$ cat config.mk
export PLATFORM = sky130hd
export DESIGN_NAME = fetch_unit
export DESIGN_NICKNAME = d
export VERILOG_FILES = /design/src/rtl/rv32_pkg.sv /design/src/rtl/fetch_fifo.sv /design/src/rtl/fetch_unit.sv
export SDC_FILE = /design/constraint.sdc
export NUM_CORES = 1
export LEC_CHECK = 0
export CORE_MARGIN = 3
export CORE_UTILIZATION = 50
export DETAILED_ROUTE_END_ITERATION = 10
export PLACE_DENSITY = 0.79
export SYNTH_ARGS = -nofsm -noshare
export SYNTH_HDL_FRONTEND = slang
export SYNTH_SLANG_ARGS = --single-unit
$ cat constraint.sdc
create_clock -name clk -period 5.39 [get_ports clk]
set_clock_uncertainty 0.2 [all_clocks]
set_input_delay 0.8085 -clock clk [delete_from_list [all_inputs] [get_ports clk]]
set_output_delay 0.8085 -clock clk [all_outputs]
set_load 0.01 [all_outputs]
$ cat src/rtl/rv32_pkg.sv
// rv32_pkg -- shared RV32 fetch-path definitions.
// Holds the instruction width, the canonical NOP encoding, the default reset
// PC, the fetch FSM state type and the 64-bit instruction-buffer entry.
package rv32_pkg;

  localparam int              ILEN             = 32;
  localparam logic [ILEN-1:0] NOP              = 32'h0000_0013; // addi x0,x0,0
  localparam logic [ILEN-1:0] RESET_PC_DEFAULT = 32'h0000_0000;

  typedef enum logic {
    BOOT = 1'b0,
    RUN  = 1'b1
  } fetch_state_e;

  // One buffered instruction: word plus the PC it was fetched from (64 bits).
  typedef struct packed {
    logic [ILEN-1:0] inst;
    logic [ILEN-1:0] pc;
  } fetch_entry_t;

endpackage

$ cat src/rtl/fetch_fifo.sv
// fetch_fifo -- instruction buffer between instruction memory and decode.
// Ports:
//   clk_i, rst_i     clock, synchronous active-high reset
//   push_i, data_i   write one {inst, pc} entry
//   pop_i            drop the head entry
//   flush_i          empty the buffer (wins over push/pop)
//   data_o           head entry (meaningful when !empty_o)
//   full_o, empty_o  occupancy flags
//   count_o          current occupancy
// Only DEPTH=2 is supported; pointers are 1 bit and wrap naturally.
module fetch_fifo
  import rv32_pkg::*;
#(
  parameter  int DEPTH = 2,
  localparam int PW    = (DEPTH > 1) ? $clog2(DEPTH) : 1,
  localparam int CW    = $clog2(DEPTH + 1)
) (
  input  logic          clk_i,
  input  logic          rst_i,
  input  logic          push_i,
  input  logic          pop_i,
  input  logic          flush_i,
  input  fetch_entry_t  data_i,
  output fetch_entry_t  data_o,
  output logic          full_o,
  output logic          empty_o,
  output logic [CW-1:0] count_o
);

  fetch_entry_t  mem_q [DEPTH];
  logic [PW-1:0] wr_ptr_q, rd_ptr_q;
  logic [CW-1:0] count_q;

  // Storage needs no reset; occupancy is tracked by count_q.
  always_ff @(posedge clk_i) begin
    if (push_i) mem_q[wr_ptr_q] <= data_i;
  end

  // Push and pop in the same cycle are independent, so a full buffer can
  // accept a new entry while its head leaves and stays at DEPTH.
  always_ff @(posedge clk_i) begin
    if (rst_i || flush_i) begin
      wr_ptr_q <= '0;
      rd_ptr_q <= '0;
      count_q  <= '0;
    end else begin
      if (push_i) wr_ptr_q <= wr_ptr_q + PW'(1);
      if (pop_i)  rd_ptr_q <= rd_ptr_q + PW'(1);
      count_q <= count_q + CW'(push_i) - CW'(pop_i);
    end
  end

  assign data_o  = mem_q[rd_ptr_q];
  assign count_o = count_q;
  assign empty_o = (count_q == '0);
  assign full_o  = (count_q == CW'(DEPTH));

endmodule

$ cat src/rtl/fetch_unit.sv
// fetch_unit -- sequential instruction fetch with redirect and a 2-entry
// instruction buffer.
// Ports:
//   clk, rst                  clock, synchronous active-high reset
//   imem_req, imem_addr       read request / word address to instruction memory
//   imem_rdata                read data, one cycle after an issued request
//   redirect_valid/_pc        branch/jump redirect (pc bits [1:0] ignored)
//   inst, inst_pc, inst_valid instruction to decode (NOP/0 when not valid)
//   inst_ready                decode accepts the presented instruction
module fetch_unit
  import rv32_pkg::*;
#(
  parameter logic [ILEN-1:0] RESET_PC   = RESET_PC_DEFAULT,
  parameter int              FIFO_DEPTH = 2
) (
  input  logic            clk,
  input  logic            rst,
  output logic            imem_req,
  output logic [ILEN-1:0] imem_addr,
  input  logic [ILEN-1:0] imem_rdata,
  input  logic            redirect_valid,
  input  logic [ILEN-1:0] redirect_pc,
  output logic [ILEN-1:0] inst,
  output logic [ILEN-1:0] inst_pc,
  output logic            inst_valid,
  input  logic            inst_ready
);

  localparam int CW = $clog2(FIFO_DEPTH + 1);

  fetch_state_e    state_q, state_d;
  logic [ILEN-1:0] pc_q, pc_d;
  logic [ILEN-1:0] infl_pc_q, infl_pc_d;
  logic            inflight_q, inflight_d;

  logic [CW-1:0]   fifo_count;
  logic            fifo_full, fifo_empty;
  fetch_entry_t    head, push_entry;
  logic            pop, push, issue;
  logic [CW:0]     credit_used;

  // Buffer slots committed after this cycle: current occupancy plus the
  // response in flight, minus the head leaving now. Counting the pop lets a
  // new request go out every cycle while decode keeps up.
  assign pop         = inst_valid && inst_ready;
  assign credit_used = {1'b0, fifo_count} + (CW+1)'(inflight_q) - (CW+1)'(pop);

  always_comb begin
    state_d    = state_q;
    pc_d       = pc_q;
    inflight_d = 1'b0;
    infl_pc_d  = infl_pc_q;
    issue      = 1'b0;

    case (state_q)
      BOOT:    state_d = RUN;
      RUN:     state_d = RUN;
      default: state_d = BOOT;
    endcase

    issue = (state_q == RUN) && !rst && !redirect_valid &&
            (credit_used < (CW+1)'(FIFO_DEPTH));

    if (redirect_valid) begin
      pc_d = {redirect_pc[ILEN-1:2], 2'b00};
    end else if (issue) begin
      pc_d       = pc_q + 32'd4;
      inflight_d = 1'b1;
      infl_pc_d  = pc_q;
    end
  end

  always_ff @(posedge clk) begin
    if (rst) begin
      state_q    <= BOOT;
      pc_q       <= RESET_PC;
      inflight_q <= 1'b0;
      infl_pc_q  <= RESET_PC;
    end else begin
      state_q    <= state_d;
      pc_q       <= pc_d;
      inflight_q <= inflight_d;
      infl_pc_q  <= infl_pc_d;
    end
  end

  // A returning response is dropped on redirect; after a reset edge
  // inflight_q is clear, so a stale response is ignored as well.
  assign push            = inflight_q && !redirect_valid && !rst;
  assign push_entry.inst = imem_rdata;
  assign push_entry.pc   = infl_pc_q;

  fetch_fifo #(.DEPTH(FIFO_DEPTH)) u_fifo (
    .clk_i   (clk),
    .rst_i   (rst),
    .push_i  (push),
    .pop_i   (pop && !redirect_valid),
    .flush_i (redirect_valid),
    .data_i  (push_entry),
    .data_o  (head),
    .full_o  (fifo_full),
    .empty_o (fifo_empty),
    .count_o (fifo_count)
  );

  assign imem_req   = issue;
  assign imem_addr  = pc_q;
  assign inst_valid = !fifo_empty && !rst;
  assign inst       = inst_valid ? head.inst : NOP;
  assign inst_pc    = inst_valid ? head.pc   : '0;

  logic unused_ok;
  assign unused_ok = ^{redirect_pc[1:0], fifo_full};

endmodule
* After elaboration in Yosys (flattened, before gate mapping)
Memory sizes are Yosys's and may differ from the RTL's. A register that Yosys moved wholly into a read port is not among the register bits.
Index checks and enable logic that the tools add are counted.
** Operators by class
- Mux-type cells :: 10
- Magnitude comparators :: 1
- Bitwise gates (word level) :: 1
- $add $sub $neg :: 7
- Reductions and logical operators :: 16
** Operators by type and width (number)
- 2-to-1 mux 32 bit :: 4
- adder 32 x 3 -> 32 bit, second input constant :: 1
- logical AND 1 bit :: 8
- 2-to-1 mux 1 bit :: 6
- adder 2 x 1 -> 3 bit :: 1
- logical NOT 1 bit :: 3
- less-than comparator 3 x 2 -> 1 bit, second input constant :: 1
- subtractor 3 x 1 -> 3 bit :: 1
- adder 1 bit, second input constant :: 2
- adder 2 x 1 -> 2 bit :: 1
- logical NOT 2 bit :: 1
- AND reduction 2 bit :: 1
- nonzero test 2 bit :: 1
- OR reduction 2 bit :: 1
- subtractor 2 x 1 -> 2 bit :: 1
- logical OR 1 bit :: 1
- inverter 1 bit :: 1
** Storage, ports and cells
- Input bits :: 68
- Memories :: 1
- Logic and storage cells :: 44
- Flip-flop bits (word level) :: 70
- Memory bits (writable) :: 128
- Output and inout bits :: 98
** Memories
- u_fifo.mem_q :: depth 2, width 64, read ports 1, clocked after Yosys merged registers in 1, write ports 1, RTL line fetch_fifo.sv:30 : fetch_entry_t mem_q [DEPTH];

* Longest topological paths before layout
- Depth after elaboration :: 9
- Gate-level depth with buffers :: 16
- Mapped depth without buffers :: 14

* Cells and area by module
From an unflattened synthesis, not the netlist that was laid out.
** Unflattened totals
- Cells, all modules :: 666
- Area total of the unflattened synthesis :: 8534.4 µm²
** By module, submodules not included
- fetch_fifo :: seq. area each 3943.8 µm², area an instance 5143.7 µm², cells an instance 220, times used 1
- fetch_unit :: seq. area each 1241.2 µm², area an instance 3390.8 µm², cells an instance 446, times used 1

* Worst setup path after synthesis
Ideal clock, no wire load.
- Path kind :: input -> register
- Start point :: input port redirect_valid
- End point :: memory u_fifo.mem_q[0][10] in the netlist's numbering (enable)
- Stages :: 4
- Path slack :: 0.662 ns
- Library setup time :: 0.490 ns
- Buffers on the path :: 1
- Data arrival time :: 4.038 ns
- Required time :: 4.700 ns
- Path through :: clkbuf_1 > nor2_1 > and2_1 > nor2b_1
** Between the ends
- Word-level cells in the longest chain between the ends :: 5
** RTL lines
- start, declared :: RTL line fetch_unit.sv:21 : input logic redirect_valid,
- logical NOT 1 bit :: RTL line fetch_unit.sv:89 : assign push = inflight_q && !redirect_valid && !rst;
- logical AND 1 bit (2 in a row) :: RTL line fetch_unit.sv:89
- net push :: RTL line fetch_unit.sv:39 : logic pop, push, issue;
- 2-to-1 mux 1 bit :: RTL line fetch_fifo.sv:36 : if (push_i) mem_q[wr_ptr_q] <= data_i;
- 2-to-1 mux 1 bit (implied by the code) :: RTL line fetch_fifo.sv:36
- end, declared :: RTL line fetch_fifo.sv:30
The timed path passes the listed nets, and every way through them passes these cells.

* Worst setup path in the final report
- Start point :: input port rst
- End point :: output port imem_req
** Between the ends
- Word-level cells in the longest chain between the ends :: 6
- Elaborated cells between the ends (all ways) :: 8
- Classes of those cells :: 1 x add/sub; 1 x order compare; 6 x reduce/logical
** RTL lines
- start, declared :: RTL line fetch_unit.sv:17 : input logic rst,
- logical NOT 1 bit (*) :: RTL line fetch_unit.sv:61, fetch_unit.sv:108
- logical AND 1 bit :: RTL line fetch_unit.sv:108 : assign inst_valid = !fifo_empty && !rst;
- logical AND 1 bit :: RTL line fetch_unit.sv:45 : assign pop = inst_valid && inst_ready;
- subtractor 3 x 1 -> 3 bit :: RTL line fetch_unit.sv:46 : assign credit_used = {1'b0, fifo_count} + (CW+1)'(inflight_q) - (CW+1)'(pop);
- less-than comparator 3 x 2 -> 1 bit :: RTL line fetch_unit.sv:62 : (credit_used < (CW+1)'(FIFO_DEPTH));
- logical AND 1 bit (*) :: RTL line fetch_unit.sv:61 : issue = (state_q == RUN) && !rst && !redirect_valid &&
- end, declared :: RTL line fetch_unit.sv:18 : output logic imem_req,
Every way passes the cells marked *; elsewhere a longest branch is shown, timed or not.

==> flow_summary.json <==
{
  "status": "finished clean",
  "gp_congestion": 0.871,
  "netSwitchingPower_w": 0.000651,
  "via_count": 5617,
  "synth-compound-area-share_pct": 7.92,
  "drt_iter0_drc": 502,
  "tns_ns": 0,
  "p_sw_share_pct": 21.8,
  "layout_commonest_cell": "clkdlybuf4s50_1",
  "critPathLaunchType": "input port",
  "async_flop_share_pct": 0,
  "die_h_um": 131,
  "worstPathRequired_ns": 4.38,
  "antenna_found_initial": 0,
  "peakVddDrop_uv": 265,
  "holdBufCountCts": 0,
  "clockPowerShare_pct": 40.7,
  "grt_pass1_wl_um": 28200,
  "ys_seq_area_share_pct": 64.4,
  "clkLatencyLatePin_ns": 0.42,
  "initial_core_util_pct": 51.3,
  "cts_sinks": 191,
  "hold_class": "register to register",
  "wire_per_inst_um": 16.9,
  "htree_levels": 4,
  "grt_overflow": 0,
  "drive_above_1_share_pct": 7.15,
  "p_leak_nw": 3.29,
  "rsz0062_at_grt": "false",
  "clockBufferDepth": 2,
  "syn_avg_cell_area_sq_um": 11.8,
  "crit_arrival_ns": 3.34,
  "grt_max_degree": 65,
  "viasPerCell": 5.42,
  "track_usage_pct": 20.0,
  "slew_headroom_pct": 26.8,
  "core_sq_um": 15300,
  "nets": 885,
  "drc": 0,
  "ys_ff_latch": 191,
  "synth_cell_types": 56,
  "dieArea_sq_um": 17300,
  "synth_xor_area_share_pct": 1.11,
  "path_clk_slew_ns": 0.07,
  "finalHoldViolCount": 0,
  "synthSimpleGateAreaFrac_pct": 14.2,
  "synth_edf_count": 124,
  "fp-row-count": 45,
  "firstDrtPassIters": 5,
  "layout_common_cells": "clkdlybuf4s50_1, edfxtp_1, nand2_1",
  "syn_area_sq_um": 7860,
  "dp_hpwl_um": 11400,
  "fin_crit_sh_pct": 80.7,
  "io_pins": 166,
  "fin_crit_ns": 4.35,
  "p_int_w": 0.00234,
  "final_max_slew_viol_count": 0,
  "antenna_cells": 0,
  "placed_area_sq_um": 9610,
  "die_w_um": 131,
  "ys_warn_count": 0,
  "combPwrFrac_pct": 5.6,
  "worst_setup_path_end_kind": "output pin",
  "cts_tree": "yes",
  "synthCells": 665,
  "final_area_sq_um": 10200,
  "post_cts_buffers": 0,
  "synth_adder_area_share_pct": 0.891,
  "cts_buffers": 17,
  "clock.fmax_mhz": 230,
  "portBuffers": 159,
  "grt_pass1_vias": 5494,
  "muxShareOfSynthArea_pct": 8.32,
  "worst_pin_slew_ns": 1.10,
  "cts_resized": 0,
  "drtAntennaViolNets": 0,
  "crit_path_max_fanout": 6,
  "setup_violations": 0,
  "ys.flop_type": "edfxtp_1",
  "maxCapViolations": 0,
  "wirelength_um": 17500,
  "seqPwrFrac_pct": 53.7,
  "synth_top_family_by_area": "simple AND/OR/NAND/NOR gates",
  "powerDensity_nw_per_um2": 294,
  "clockRootBuffer": "clkbuf_16",
  "crit_type": "input port to output pin",
  "syn_to_final_growth_pct": 29.6
}
[path summary, 6_finish.rpt]
check,startpoint,endpoint,slack [ns],cells after the start
max,rst,imem_req,1.04,13
min,infl_pc_q[6],u_fifo.mem_q[0][6],0.25,0
max reg2reg,u_fifo.count_o[1],imem_addr[14],1.67,14
min reg2reg,infl_pc_q[6],u_fifo.mem_q[0][6],0.25,0
[final cells by class]
| type | instances | area [sq um] |
|---|---|---|
| fillers | 1196 | 5130 |
| flip-flops and latches | 191 | 5070 |
| multi-input cells | 424 | 2580 |
| repair buffers | 168 | 1650 |
| clock buffers | 20 | 458 |
| well taps | 211 | 264 |
| clock inverters | 12 | 121 |
| inverters | 10 | 37.5 |
[state kept, by name, indices dropped and copies added (netlist names), named ones only]
signal           cells
inflight_q           1
u_fifo.mem_q       124
imem_addr           30
u_fifo.rd_ptr_q      1
state_q              1
u_fifo.count_o       2
u_fifo.wr_ptr_q      1
infl_pc_q           30
[critical path, stage by stage]
cell and delay (ns):
buf_2 0.10, inv_1 0.20, o21ai_4 0.10, inv_1 0.16, nand2_1 0.14, inv_1 0.08, ha_1 0.21, nand2b_1 0.15
fa_1 0.48, and4bb_2 0.25, nand2_2 0.06, inv_2 0.07, clkdlybuf4s50_1 0.53
[routing by layer]
| layer | global-route usage [%] | routed length, um | up-vias |
|---|---|---|---|
| met1 | 27.7 | 7630 | 2643 |
| met5 | 0 | 0 | - |
| li1 | - | - | 2700 |
| met3 | 3.79 | 1140 | 18 |
| met2 | 32.3 | 8530 | 256 |
| met4 | 6.36 | 212 | 0 |
[cell families (layout without fill, tap and decap cells)]
kind of cell	count (synthesis)	count (layout)
AND/OR/NAND/NOR	236	236
XOR/XNOR	10	10
adder cells (fa/ha/maj)	5	5
flip-flops	191	191
buffers and inverters	53	210
multiplexers	65	65
other	1	4
AO/OA/AOI/OAI	104	104
[stage by stage]
step           power [W]  setup WS (ns)  hold WS, ns  utilization, %  std cells
2_1_floorplan    0.00170          0.662        0.225               -        668
3_3_place_gp     0.00180           1.13        0.231            62.7       1004
3_5_place_dp     0.00180           1.05        0.239            62.7       1004
4_1_cts          0.00301           1.05        0.256            66.5       1036
5_1_grt          0.00309          0.910        0.277            66.5       1036
6_report         0.00299           1.04        0.254            66.5       1036
[power groups by stage]
stage               Clock, W  Sequential (W)  Combinational (W)
finish               0.00122         0.00161           0.000168
detailed placement         0         0.00164           0.000166
floorplan                  0         0.00164          0.0000661
global route         0.00130         0.00161           0.000180
CTS                  0.00124         0.00161           0.000167
global placement           0         0.00164           0.000161
[Yosys cell counts, types with 3 or more instances]
| cell | instances | share of area (%) |
|---|---|---|
| nor3_1 | 6 | 0.38 |
| nor4_1 | 5 | 0.40 |
| a21oi_1 | 51 | 3.2 |
| and3_1 | 7 | 0.56 |
| dfxtp_1 | 67 | 17 |
| nand4_1 | 11 | 0.88 |
| mux2i_1 | 62 | 7.9 |
| nand3_1 | 7 | 0.45 |
| buf_4 | 5 | 0.48 |
| buf_1 | 7 | 0.33 |
| and2_1 | 7 | 0.56 |
| o211ai_1 | 6 | 0.57 |
| xnor2_1 | 5 | 0.56 |
| o21ai_0 | 9 | 0.57 |
| inv_1 | 8 | 0.38 |
| or3_1 | 5 | 0.40 |
| and4_1 | 3 | 0.33 |
| a32oi_1 | 4 | 0.45 |
| mux2_2 | 3 | 0.43 |
| nand2_1 | 94 | 4.5 |
| nor2_1 | 76 | 3.6 |
| a31oi_1 | 15 | 1.2 |
| ha_1 | 4 | 0.64 |
| o22ai_1 | 3 | 0.24 |
| buf_2 | 5 | 0.32 |
| o311ai_0 | 3 | 0.33 |
| edfxtp_1 | 124 | 47 |
| a22oi_1 | 4 | 0.38 |
| xor2_1 | 5 | 0.56 |
| clkbuf_1 | 23 | 1.1 |
No activity file was read; power rests on OpenSTA's default activity.
